### config.mk
export PLATFORM = sky130hd
export DESIGN_NAME = sqrt_error_monitor
export DESIGN_NICKNAME = d
export VERILOG_FILES = /design/src/rtl/sqrt_error_monitor.sv
export SDC_FILE = /design/constraint.sdc
export NUM_CORES = 1
export LEC_CHECK = 0
export ABC_CLOCK_PERIOD_IN_PS = 5310
export BUFFER_PORTS_ARGS = -buffer_cell sky130_fd_sc_hd__buf_2
export CAP_MARGIN = 20
export CORE_MARGIN = 2
export CORE_UTILIZATION = 45
export DETAILED_ROUTE_END_ITERATION = 8
export HOLD_SLACK_MARGIN = 0.02
export PLACE_DENSITY_LB_ADDON = 0.15
export SETUP_SLACK_MARGIN = 0.1
export SLEW_MARGIN = 20
export SYNTH_ARGS = -nofsm -noshare
export SYNTH_HDL_FRONTEND = slang
export SYNTH_SLANG_ARGS = --single-unit
### constraint.sdc
create_clock -name clk -period 5.31 [get_ports clk]
set_clock_uncertainty 0.05 [all_clocks]
set_input_delay 0.7965 -clock clk [delete_from_list [all_inputs] [get_ports clk]]
set_output_delay 0.7965 -clock clk [all_outputs]
set_load 0.01 [all_outputs]
### src/rtl/sqrt_error_monitor.sv
// sqrt_error_monitor: accumulates error statistics (count, sum, max, optional bias) of an approximate sqrt against an exact one
// Ports: clk/rst (async active-high), start pulse begins a run of NUM_SAMPLES pairs;
//   in_valid/in_ready handshake on q_approx/q_exact; busy (RUN/FLUSH), done (DONE);
//   sample_count, err_count, ed_sum, ed_max results; bias_sum exists only with SQRT_ERR_BIAS_EN defined.
module sqrt_error_monitor #(
  parameter int Q_W = 8,
  parameter int CNT_W = 17,
  parameter int NUM_SAMPLES = 65536
) (
  input  logic                 clk,
  input  logic                 rst,
  input  logic                 start,
  input  logic                 in_valid,
  output logic                 in_ready,
  input  logic [Q_W-1:0]       q_approx,
  input  logic [Q_W-1:0]       q_exact,
  output logic                 busy,
  output logic                 done,
  output logic [CNT_W-1:0]     sample_count,
  output logic [CNT_W-1:0]     err_count,
  output logic [CNT_W+Q_W-1:0] ed_sum,
  output logic [Q_W-1:0]       ed_max
`ifdef SQRT_ERR_BIAS_EN
  ,
  output logic signed [CNT_W+Q_W:0] bias_sum
`endif
);
  typedef enum logic [1:0] {IDLE, RUN, FLUSH, DONE} state_t;
  state_t state;
  logic [CNT_W-1:0] acc_cnt;
  logic flush_cnt;
  logic accept, go, last;
  logic [Q_W-1:0] diff, diff1;
  logic mis1, v1;
  assign accept = in_valid && in_ready;
  assign go = start && (state == IDLE || state == DONE);
  assign last = accept && acc_cnt == CNT_W'(NUM_SAMPLES - 1);
  assign diff = q_approx > q_exact ? q_approx - q_exact : q_exact - q_approx;
  always_ff @(posedge clk or posedge rst) begin
    if (rst) begin
      state <= IDLE;
      in_ready <= 1'b0;
      busy <= 1'b0;
      done <= 1'b0;
      acc_cnt <= '0;
      flush_cnt <= 1'b0;
    end else if (go) begin
      state <= RUN;
      in_ready <= 1'b1;
      busy <= 1'b1;
      done <= 1'b0;
      acc_cnt <= '0;
    end else if (state == RUN) begin
      if (accept) acc_cnt <= acc_cnt + 1'b1;
      if (last) begin
        state <= FLUSH;
        in_ready <= 1'b0;
        flush_cnt <= 1'b0;
      end
    end else if (state == FLUSH) begin
      flush_cnt <= 1'b1;
      if (flush_cnt) begin
        state <= DONE;
        busy <= 1'b0;
        done <= 1'b1;
      end
    end
  end
`ifdef SQRT_ERR_BIAS_EN
  logic signed [Q_W:0] sdiff1;
`endif
  always_ff @(posedge clk or posedge rst) begin
    if (rst) begin
      v1 <= 1'b0;
      diff1 <= '0;
      mis1 <= 1'b0;
      sample_count <= '0;
      err_count <= '0;
      ed_sum <= '0;
      ed_max <= '0;
`ifdef SQRT_ERR_BIAS_EN
      sdiff1 <= '0;
      bias_sum <= '0;
`endif
    end else if (go) begin
      v1 <= 1'b0;
      diff1 <= '0;
      mis1 <= 1'b0;
      sample_count <= '0;
      err_count <= '0;
      ed_sum <= '0;
      ed_max <= '0;
`ifdef SQRT_ERR_BIAS_EN
      sdiff1 <= '0;
      bias_sum <= '0;
`endif
    end else begin
      v1 <= accept;
      diff1 <= diff;
      mis1 <= q_approx != q_exact;
`ifdef SQRT_ERR_BIAS_EN
      sdiff1 <= $signed({1'b0, q_approx}) - $signed({1'b0, q_exact});
`endif
      if (v1) begin
        sample_count <= sample_count + 1'b1;
        err_count <= err_count + CNT_W'(mis1);
        ed_sum <= ed_sum + (CNT_W+Q_W)'(diff1);
        if (diff1 > ed_max) ed_max <= diff1;
`ifdef SQRT_ERR_BIAS_EN
        bias_sum <= bias_sum + (CNT_W+Q_W+1)'(sdiff1);
`endif
      end
    end
  end
endmodule
==> metrics.md, run 1 <==
| Metric | Value |
|---|---|
| Status | `finished, final reports clean` |
| Setup tns final | `0 ns` |
| Syn Inst Count | `585` |
| DP Worst Slack | `2.04 ns` |
| CTS Buf Count | `9` |
| Kind of critical path | `primary input to flop` |
| Worst Max-Slew Pin Slew | `a little over 1 ns` |
| Post-layout minimum cycle time | `2.92 ns` |
| Synth Cell Area | `0.00560 mm2` |
| Setup bufs post-CTS | `0` |
| Post-CTS resize count | `0` |
| Max Freq | `0.343 GHz` |
| Rel. slew slack | `32.6%` |
| Net count after synthesis | `647` |
| Warning count from the yosys run | `0` |
| RR Startpoint | `diff1[1]` |
| Yosys reg bits | `100` |
| CTS Sinks | `100` |
| Clock Latency Late Sink | `0.34 ns` |
| DP HPWL | `8200 um` |
| Total Wirelength | `11500 um` |
| P_leak | `approximately 0.0033 uW` |
| First-pass GRT wire length | `19600 um` |
| Top-area cell type share of the netlist area | `44.7%` |
| CP Max Fanout | `6` |
| RePlAce Congestion | `0.868` |
| Crit share post-route | `54.9%` |
| Most frequent cells in the layout | `dfrtp_1 (100), nor2_1 (90), buf_2 (89), nand2_1 (40), xor2_1 (40)` |
| # H-tree levels | `3` |
| GR Overflow Total | `0` |
| Crit path required time | `roughly 5.5 ns` |
| Mean number of vias per cell | `5.12` |
| Crit. End Element | `flop` |
| Final Non-Filler Cells | `842` |
| Die width | `116 um` |
| Ys async rst share | `100%` |
| Starting Density | `46.4%` |
| Min-Delay Path Class | `flop to flop` |
| Initial DRT Pass Iterations | `4` |
| Vias in the first global route | `between 4000 and 5000` |
| Unrepaired setup endpoints after global routing | `false` |
| Total number of vias | `4315` |
| Core ar. | `0.0121 mm2` |
| Root buf cell | `clkbuf_16` |
| Yosys cell types | `44` |
| WL/cell | `13.7 um` |
| Register clock-pin slew on the reported worst setup and hold paths | `0.07 ns` |
| Worst Setup Slack, final | `2.39 ns` |
| Reg2reg setup slack | `2.54 ns` |
| Main synth FF type | `dfrtp_1` |
| Clock buffer depth | `2` |
| Pwr dens | `approximately 400 mW/mm2` |
| Cell taking the most area after synthesis | `dfrtp_1` |
| Share of cells above drive strength 1 | `between 10% and 20%` |
| Final setup fails | `0` |
| Post-synth EDFFs | `0` |
| Fin. Hold Viols | `0` |
| Post-DRT Antenna Nets | `0` |
| Row count | `40` |
| DR iter-0 viols | `approximately 330` |
| Worst EP arrival | `3.14 ns` |
| Syn-to-layout area delta | `16.3%` |
| CTS tree | `built` |
| DRC | `0` |
| Dominant cells by area after synthesis | `dfrtp_1 (45%), ha_1 (8.7%), xor2_1 (6.3%), nor2_1 (6.0%), mux2i_1 (4.3%)` |
| Largest net degree at the start of global routing | `96` |
| Critical Path Source Type | `primary input` |
| Seq/Total Area, Yosys | `around 45%` |
| RR Endpoint | `ed_sum[9]` |
| ANT cells | `0` |
| GRT Util Overall | `a little under a fifth` |
| Final hold slack | `0.444 ns` |
| Most common cell after layout, fill and taps aside | `dfrtp_1` |
| Max-cap violations | `0` |
| Max VDD drop | `roughly 0.00026 V` |
| Cells after DPL | `just over 800` |
| Layout net count | `around 730` |
| DIE AREA | `0.0134 mm2` |
| PortBufs | `89` |
| Antenna violations before repair | `0` |
| Die Span Y | `116 um` |
| Cells on worst reg2reg path | `8` |
| IO Pins | `90` |
| Syn Area/Cell | `9.58 um2` |
| Critical Path Source | `q_approx[0]` |
| CTS hold repair buffers | `0` |
| Max-slew violation count | `0` |
| Worst setup path endpoint | `diff1[6]` |
==> where the power goes <==
group | internal (uW) | total (uW) | switching, uW | leakage, uW
sequential | 887 | 1010 | 118 | 0.00134
combinational | 390 | 988 | 598 | 0.00178
clock | 390 | 665 | 275 | 0.000149
==> per-stage QoR <==
stage | instance area [um2] | power [uW] | utilization [%]
final | 6510 | 2660 | 54.0
after CTS | 6510 | 2690 | 54.0
after floorplan | 5600 | 1740 | -
after global routing | 6510 | 2870 | 54.0
after global placement | 6210 | 1980 | 51.5
after detailed placement | 6210 | 2010 | 51.5
==> worst min path at each step <==
stage	start	endpoint	cells after the start
floorplan	flush_cnt	flush_cnt	2
CTS	busy	busy	1
global route	busy	busy	1
global placement	busy	busy	1
detailed placement	busy	busy	1
finish	busy	busy	1
==> logic make-up after synthesis <==
kind of cell / Yosys count / synth area share, %
AO/OA/AOI/OAI: 78 / 8.89
XOR/XNOR: 57 / 8.91
adder cells (fa/ha/maj): 42 / 9.78
buffers and inverters: 54 / 3.69
flip-flops: 100 / 44.7
multiplexers: 25 / 4.56
AND/OR/NAND/NOR: 229 / 19.5
==> cell usage after synthesis, types with 2 or more instances <==
master      n
and2_1      4
fa_1        3
nand2b_1    2
a221oi_1    2
o21a_1      4
xnor2_1    17
nor2b_1     2
a211oi_1    3
nor2_1     90
o21ai_0    23
nand2_1    40
mux2i_1    24
ha_1       39
a21oi_1    27
buf_2       3
xor2_1     40
dfrtp_1   100
buf_1       3
nand3_1    23
inv_1      35
a21oi_2     2
a21o_1      6
o21bai_1    2
and4_1      6
nand3b_1    3
nor3_1      7
and3_1     12
or3_1      15
clkbuf_1   13
nand4_1    21
==> metal layers <==
layer | GRT usage, % | wire length [um] | up-vias
li1 | - | - | 2169
met1 | 24.1 | 5540 | 2046
met2 | 29.9 | 5370 | 93
met3 | 5.23 | 536 | 7
met4 | 5.06 | 94 | 0
met5 | 0 | 0 | -
==> flip-flops by register name (all words and copies together) (netlist names), 2 cells and up <==
register      count
ed_max            8
sample_count     17
ed_sum           25
state             2
diff1             8
err_count        17
acc_cnt          17
==> worst max-delay path, stage by stage <==
cell	delay, ns
buf_2	0.11
inv_1	0.05
ha_1	0.15
inv_1	0.05
fa_1	0.38
nand3_1	0.11
a21oi_2	0.09
o31ai_4	0.39
mux2i_1	0.35
a211oi_2	0.12
or4_1	0.47
nand2_1	0.07
==> area by class of cell <==
class / instances / area (um2)
timing repair buffer: 92 / 468
clock buffer: 12 / 256
inverter: 35 / 134
multi-input combinational: 431 / 2890
tap: 168 / 210
fill: 1147 / 5550
clock inverter: 4 / 47.5
sequential: 100 / 2500
Power figures use the tool's default switching activity.
==> run 2: changes to the inputs <==
ABC_AREA = 1   (was default)
ABC_CLOCK_PERIOD_IN_PS = 3010   (was 5310)
clock period = 3.01 ns   (was 5.31 ns; I/O delays follow)
==> run 2 against run 1 <==
Hold slack worse by 0.25 ns. Wire length increased by 37%. Clock-buffer cell count shrank 2. Largest cell class unchanged.
==> metrics.md, run 2 <==
| Metric | Value |
|---|---|
| Status | `finished, final reports clean` |
| Max FFs per register | `25 (unchanged)` |
| Max-slew violation count | `0 (unchanged)` |
| Unrepaired setup endpoints after global routing | `false` |
| Antenna violations before repair | `0 (unchanged)` |
| Worst Max-Slew Pin Slew | `0.829 ns (-0.183 ns)` |
| Post-CTS resize count | `0 (unchanged)` |
| Total number of vias | `6284 (+46%)` |
| Most common cell in the netlist | `nand2_1` |
| Final setup fails | `0 (unchanged)` |
| IO Pins | `90 (unchanged)` |
| CP max stage delay | `0.42 ns (-0.05 ns)` |
| Yosys reg bits | `100 (unchanged)` |
| Synth Cell Area | `0.00667 mm2 (+19%)` |
| CP Max Fanout | `45 (+39)` |
| Filler Cells Inserted | `1460 (+27%)` |
| Seq/Total Area, Yosys | `37.5% (-7.1 points)` |
| Top-area cell type share of the netlist area | `37.5% (-7.1 points)` |
| WL/cell | `12.8 um (-6.3%)` |
| CTS hold repair buffers | `0 (unchanged)` |
| Rel. slew slack | `44.6% (+12 points)` |
| Cells after DPL | `1212 (+47%)` |
| Row count | `44 (+10%)` |
| Total Wirelength | `15800 um (+37%)` |
| CTS Buf Count | `9 (unchanged)` |
| Most flops, register | `ed_sum` |
| First-pass GRT wire length | `26900 um (+37%)` |
| Worst EP arrival | `2.22 ns (-0.92 ns)` |
| Max Freq | `0.496 GHz` |
| Top Family by Delay on Critical Path | `simple AND/OR/NAND/NOR gates` |
| Critical Path Source Type | `flop` |
| Cell taking the most area after synthesis | `dfrtp_1` |
| Root buf cell | `clkbuf_16` |
| DIE AREA | `0.0158 mm2 (+18%)` |
| Vias in the first global route | `5779 (+35%)` |
| Final Non-Filler Cells | `1228 (+46%)` |
| Main synth FF type | `dfrtp_1` |
| Core ar. | `0.0145 mm2 (+20%)` |
| RR Startpoint | `state[0]` |
| Critical Path Source | `state[0]` |
| CP cell instances | `inv_1 -> ha_1 -> nand2_2 -> buf_4 -> nand2_2 -> nand4_1 -> nand2_1 -> nand2_1 -> nor2_1` |
| DRC | `0 (unchanged)` |
| Multi-input logic area | `0.00354 mm2 (+22%)` |
| Die Span Y | `126 um (+8.8%)` |
| Setup bufs post-CTS | `0 (unchanged)` |
| Dominant cells by area after synthesis | `dfrtp_1 (38%), nand2_1 (14%), inv_1 (7.7%), ha_1 (7.3%), nor2_1 (6.4%)` |
| Net count after synthesis | `1010 (+56%)` |
| Pwr dens | `641 mW/mm2 (+57%)` |
| CTS tree | `built` |
| Register clock-pin slew on the reported worst setup and hold paths | `0.07 ns (about the same)` |
| Crit. End Element | `flop` |
| Crit path required time | `3.21 ns (-2.33 ns)` |
| Max VDD drop | `0.000383 V (+45%)` |
| Cells on worst reg2reg path | `9 (+1)` |
| Warning count from the yosys run | `0 (unchanged)` |
| ANT cells | `0 (unchanged)` |
| Post-layout minimum cycle time | `2.02 ns` |
| PortBufs | `89 (unchanged)` |
| GR Overflow Total | `0 (unchanged)` |
| Clock buffer depth | `2 (unchanged)` |
| GRT Util Overall | `20.5% (+2.1 points)` |
| Post-synth EDFFs | `0 (unchanged)` |
| DP HPWL | `12100 um (+48%)` |
| Min-Delay Path Class | `primary input to async pin` |
| Max-cap violations | `0 (unchanged)` |
| Yosys cell types | `42 (-4.5%)` |
| RR Endpoint | `acc_cnt[9]` |
| Fin. Hold Viols | `0 (unchanged)` |
| Worst Path Buf+Inv | `2 (-1)` |
| Post-DRT Antenna Nets | `0 (unchanged)` |
| Clock Latency Late Sink | `0.36 ns (+0.02 ns)` |
| Reg2reg setup slack | `0.99 ns (-1.55 ns)` |
| Commonest cells post-synth | `nand2_1 (257), inv_1 (136), nor2_1 (113)` |
| Most frequent cells in the layout | `nand2_1 (256), inv_1 (135), nor2_1 (113), dfrtp_1 (100), buf_2 (89)` |
| Most common cell after layout, fill and taps aside | `nand2_1` |
| Kind of critical path | `flop to flop` |
| Crit share post-route | `67.0%` |
| Syn-to-layout area delta | `14.3%` |
| Ys async rst share | `100% (unchanged)` |
| # H-tree levels | `3 (unchanged)` |
| P_leak | `0.00409 uW (+25%)` |
| Setup tns final | `0 ns (unchanged)` |
| Syn Area/Cell | `7.03 um2 (-27%)` |
| CTS Sinks | `100 (unchanged)` |
| RePlAce Congestion | `0.871 (+0.36%)` |
| Slowest CP cell | `buf_4` |
| Syn Inst Count | `948 (+62%)` |
| Register Area | `0.00250 mm2 (unchanged)` |
| Largest net degree at the start of global routing | `46 (-52%)` |
| Layout net count | `1101 (+51%)` |
| DR iter-0 viols | `375 (+13%)` |
| Mean number of vias per cell | `5.12 (-0.15%)` |
| Initial DRT Pass Iterations | `5 (+1)` |
| Starting Density | `46.0% (-0.40 points)` |
| Die width | `126 um (+8.8%)` |
| Share of cells above drive strength 1 | `13.8% (-3.6 points)` |
[run 2: cell count changes in the layout (fill, tap and decap cells not counted), sizes merged, moves of 17 or more]
| cell | before | now |
|---|---|---|
| a21oi | 29 | 46 |
| mux2i | 24 | 0 |
| nand4 | 21 | 43 |
| nand2 | 40 | 263 |
| xor2 | 40 | 2 |
| nor2 | 90 | 118 |
| nor3 | 7 | 28 |
| nand3 | 23 | 74 |
| inv | 35 | 141 |
[run 2: report_power, final]
group | internal (uW) | switching [uW]
Sequential | 1550 | 217
Combinational | 657 | 1320
Clock | 591 | 550
[run 2: worst max-delay path by stage]
| stage | end | cells after the start |
|---|---|---|
| final | acc_cnt[9] | 9 |
| after global routing | acc_cnt[14] | 10 |
| after floorplan | ed_sum[4] | 8 |
| after global placement | diff1[6] | 14 |
| after detailed placement | diff1[6] | 14 |
| after CTS | acc_cnt[14] | 10 |
[run 2: cell type report]
cell class,count,share of cell area (%)
repair buffers,100,6.93
well taps,184,3.02
clock inverters,6,0.624
multi-input cells,688,46.5
inverters,140,6.95
flip-flops and latches,100,32.8
clock buffers,10,3.14
[run 2: logic make-up after synthesis]
| group | count (synthesis) | share of synthesized area [%] |
|---|---|---|
| buffers and inverters | 160 | 9.37 |
| and+or+nand+nor | 537 | 35.5 |
| DFF | 100 | 37.5 |
| adders and majority gates | 42 | 8.22 |
| xor gates and xnor gates | 5 | 0.657 |
| AOI/OAI and AO/OA | 104 | 8.75 |
[run 2: per-stage QoR]
| stage | cell area (um2) | util (%) | setup WS [ns] | hold slack, ns | total power, uW |
|---|---|---|---|---|---|
| floorplan | 6670 | - | 1.13 | 0.380 | 3190 |
| global placement | 7330 | 50.6 | 0.939 | 0.425 | 3770 |
| detailed placement | 7330 | 50.6 | 0.867 | 0.437 | 3790 |
| CTS | 7620 | 52.6 | 0.964 | 0.212 | 4950 |
| global route | 7620 | 52.6 | 0.772 | 0.247 | 5290 |
| finish | 7620 | 52.6 | 0.993 | 0.197 | 4890 |
[run 2: metal layers]
metal | routed length (um) | vias up | GRT usage (%)
li1 | - | 3257 | -
met1 | 7800 | 2903 | 28.7
met2 | 7090 | 112 | 32.5
met3 | 673 | 12 | 3.95
met4 | 208 | 0 | 5.95
met5 | 0 | - | 0
==> run 3: changes to the inputs <==
ABC_AREA = 0   (was 1)
ABC_CLOCK_PERIOD_IN_PS = 2000   (was 3010)
clock period = 2 ns   (was 3.01 ns; I/O delays follow)
==> run 3 against run 2 <==
Cell area up 4.1%. Power up 75%. Global-route usage up 0.96 points. The run now ends with setup timing left. Maximum frequency down 18%. Clock-buffer cell count up 2. Clock power up 54%. Critical path type unchanged. Combinational power up 110%. Critical path depth unchanged. Sequential power up 50%. Sequential cell count unchanged. Largest power group unchanged. Non-clock buffer count up 103.
==> metrics.md, run 3 (same netlist as run 1, synthesis figures left out) <==
| Metric | Value |
|---|---|
| Most common cell after layout, fill and taps aside | `dfrtp_1` |
| Worst EP arrival | `2.64 ns (+0.42 ns)` |
| Final hold slack | `0.239 ns (+0.0414 ns)` |
| Unrepaired setup endpoints after global routing | `true` |
| Reg2reg setup slack | `-0.47 ns (-1.46 ns)` |
| Setup tns final | `-10.66 ns (-10.66 ns)` |
| Vias in the first global route | `4880 (-16%)` |
| Layout net count | `843 (-23%)` |
| WL/cell | `14.5 um (+13%)` |
| Violated checks | `setup timing` |
| RePlAce Congestion | `0.849 (-2.5%)` |
| Crit path required time | `2.17 ns (-1.04 ns)` |
| Critical Path Source | `diff1[0]` |
| Row count | `40 (-9.1%)` |
| RR Startpoint | `diff1[0]` |
| Pwr dens | `1080 mW/mm2 (+68%)` |
| Total Wirelength | `13800 um (-12%)` |
| CTS Sinks | `100 (unchanged)` |
| Final Non-Filler Cells | `952 (-22%)` |
| Cells on worst reg2reg path | `9 (unchanged)` |
| Hold Crit Start | `in_valid` |
| Post-layout util | `65.8% (+13 points)` |
| Final setup fails | `32 (+32)` |
| Starting Density | `46.4% (+0.40 points)` |
| Total number of vias | `4907 (-22%)` |
| Worst hold stages | `4` |
| Sequential Power Share | `31.0% (-5.2 points)` |
| DP HPWL | `9270 um (-23%)` |
| Max Freq | `0.405 GHz (-18%)` |
| Worst Setup Slack, final | `-0.466 ns (-1.46 ns)` |
| Die Span Y | `116 um (-8.1%)` |
| Fin. Hold Viols | `0 (unchanged)` |
| Clk network pwr share | `20.6% (-2.7 points)` |
| Initial DRT Pass Iterations | `4 (-1)` |
| Syn-to-layout area delta | `41.6%` |
| IO Pins | `90 (unchanged)` |
| Crit share post-route | `123% (+56 points)` |
| Net switching power | `3130 uW (+50%)` |
| Max VDD drop | `0.000614 V (+60%)` |
| DR iter-0 viols | `293 (-22%)` |
| Most frequent cells in the layout | `dfrtp_1 (98), buf_2 (88), buf_4 (84), nor2_1 (83), xor2_1 (40)` |
| Max FFs per register | `25 (unchanged)` |
| Worst Max-Slew Pin Slew | `0.401 ns (-0.428 ns)` |
| Share of cells above drive strength 1 | `37.1% (+23 points)` |
| GR Overflow Total | `0 (unchanged)` |
| Largest net degree at the start of global routing | `77 (+67%)` |
| RR Endpoint | `ed_sum[12]` |
| Max-slew violation count | `0 (unchanged)` |
| CP Max Fanout | `5 (-89%)` |
| GRT Util Overall | `21.5% (+0.96 points)` |
| Most flops, register | `ed_sum` |
| Register clock-pin slew on the reported worst setup and hold paths | `0.07 ns (about the same)` |
| Critical Path Source Type | `flop` |
| Post-DRT Antenna Nets | `0 (unchanged)` |
| Core ar. | `0.0121 mm2 (-17%)` |
| Clock buffer depth | `2 (unchanged)` |
| DIE AREA | `0.0134 mm2 (-15%)` |
| Mean number of vias per cell | `5.15 (+0.73%)` |
| Die width | `116 um (-8.1%)` |
| PortBufs | `89 (unchanged)` |
| Min-Delay Path Class | `primary input to flop` |
| Power Internal | `5400 uW (+93%)` |
| Rel. slew slack | `73.2% (+29 points)` |
| Clock Latency Late Sink | `0.35 ns (about the same)` |
| ANT cells | `0 (unchanged)` |
| Kind of critical path | `flop to flop` |
| Status | `finished with violations` |
| CTS Buf Count | `9 (unchanged)` |
| Combinational share of power | `48.4% (+7.9 points)` |
| Max-cap violations | `0 (unchanged)` |
| Post-layout minimum cycle time | `2.47 ns (+0.449 ns)` |
| P_leak | `0.00393 uW (-4.0%)` |
| DRC | `0 (unchanged)` |
| Switching share of total power | `36.7% (-6.1 points)` |
| First-pass GRT wire length | `22800 um (-15%)` |
| Root buf cell | `clkbuf_16` |
| Crit. End Element | `flop` |
| Hold EP | `in_ready` |
| # H-tree levels | `3 (unchanged)` |
| CTS tree | `built` |
| Antenna violations before repair | `0 (unchanged)` |
| Cells after DPL | `905 (-25%)` |
-- run 3: cell types whose count changed in the layout (fill, tap and decap cells not counted), moves of 24 or more --
cell / before / now
buf_6: 0 / 25
buf_4: 11 / 84
nor2_1: 113 / 83
a21oi_1: 46 / 22
xor2_1: 2 / 40
nand3_1: 72 / 19
nand2_1: 256 / 38
o21ai_0: 36 / 9
inv_1: 135 / 28
-- run 3: worst max path at each step --
stage                            end  slack, ns
after floorplan             diff1[6]      -0.39
after global placement      diff1[6]      -0.53
after detailed placement    diff1[7]      -0.61
after CTS                 ed_sum[24]      -0.45
after global routing      ed_sum[20]      -0.58
final                     ed_sum[12]      -0.47
-- run 3: repair_timing --
| action | 4_1_cts | 5_1_grt |
|---|---|---|
| pin swaps | 45 | 52 |
| buffers inserted | 22 | 11 |
| resized for setup | 31 | 66 |
| hold endpoints to repair | 13 | 0 |
| gates cloned | 1 | 0 |
| endpoints found under the setup margin | 38 | 55 |
| hold buffers | 1 | 0 |
-- run 3: final cells by class --
| type | count | area (um2) |
|---|---|---|
| Timing Repair Buffer | 203 | 1460 |
| Sequential cell | 100 | 2500 |
| Multi-Input combinational cell | 432 | 3320 |
| Inverter | 35 | 148 |
| Fill cell | 986 | 4130 |
| Tap cell | 168 | 210 |
| Clock inverter | 2 | 35.0 |
| Clock buffer | 12 | 256 |
-- run 3: critical path, cell delays in order (launching register included) --
cell      delay (ns)
dfrtp_1         0.39
ha_2            0.21
fa_2            0.36
a21o_1          0.19
a21oi_2         0.18
o21bai_2        0.11
a2111o_1        0.49
nand4_1         0.16
xor2_1          0.15
nor2_1          0.06
-- run 3: metrics by stage --
step                      area (um2)  worst slack, ns  power (uW)
after global routing            7930           -0.582        9070
after CTS                       7590           -0.450        8160
after floorplan                 5750           -0.390        4770
final                           7930           -0.466        8530
after global placement          6950           -0.530        5920
after detailed placement        6950           -0.612        6010
-- run 3: power groups by stage --
stage	clock [uW]	sequential (uW)	combinational, uW
6_report	1760	2650	4130
5_1_grt	1870	2690	4510
3_3_place_gp	0	2660	3250
2_1_floorplan	0	2740	2030
4_1_cts	1790	2640	3730
3_5_place_dp	0	2680	3340
-- run 3: metal layers --
metal | routed length, um | GRT usage (%) | up-vias
met2 | 6760 | 35.6 | 93
li1 | - | - | 2396
met1 | 6370 | 28.1 | 2399
met3 | 455 | 3.66 | 19
met5 | 0 | 0 | -
met4 | 241 | 8.59 | 0
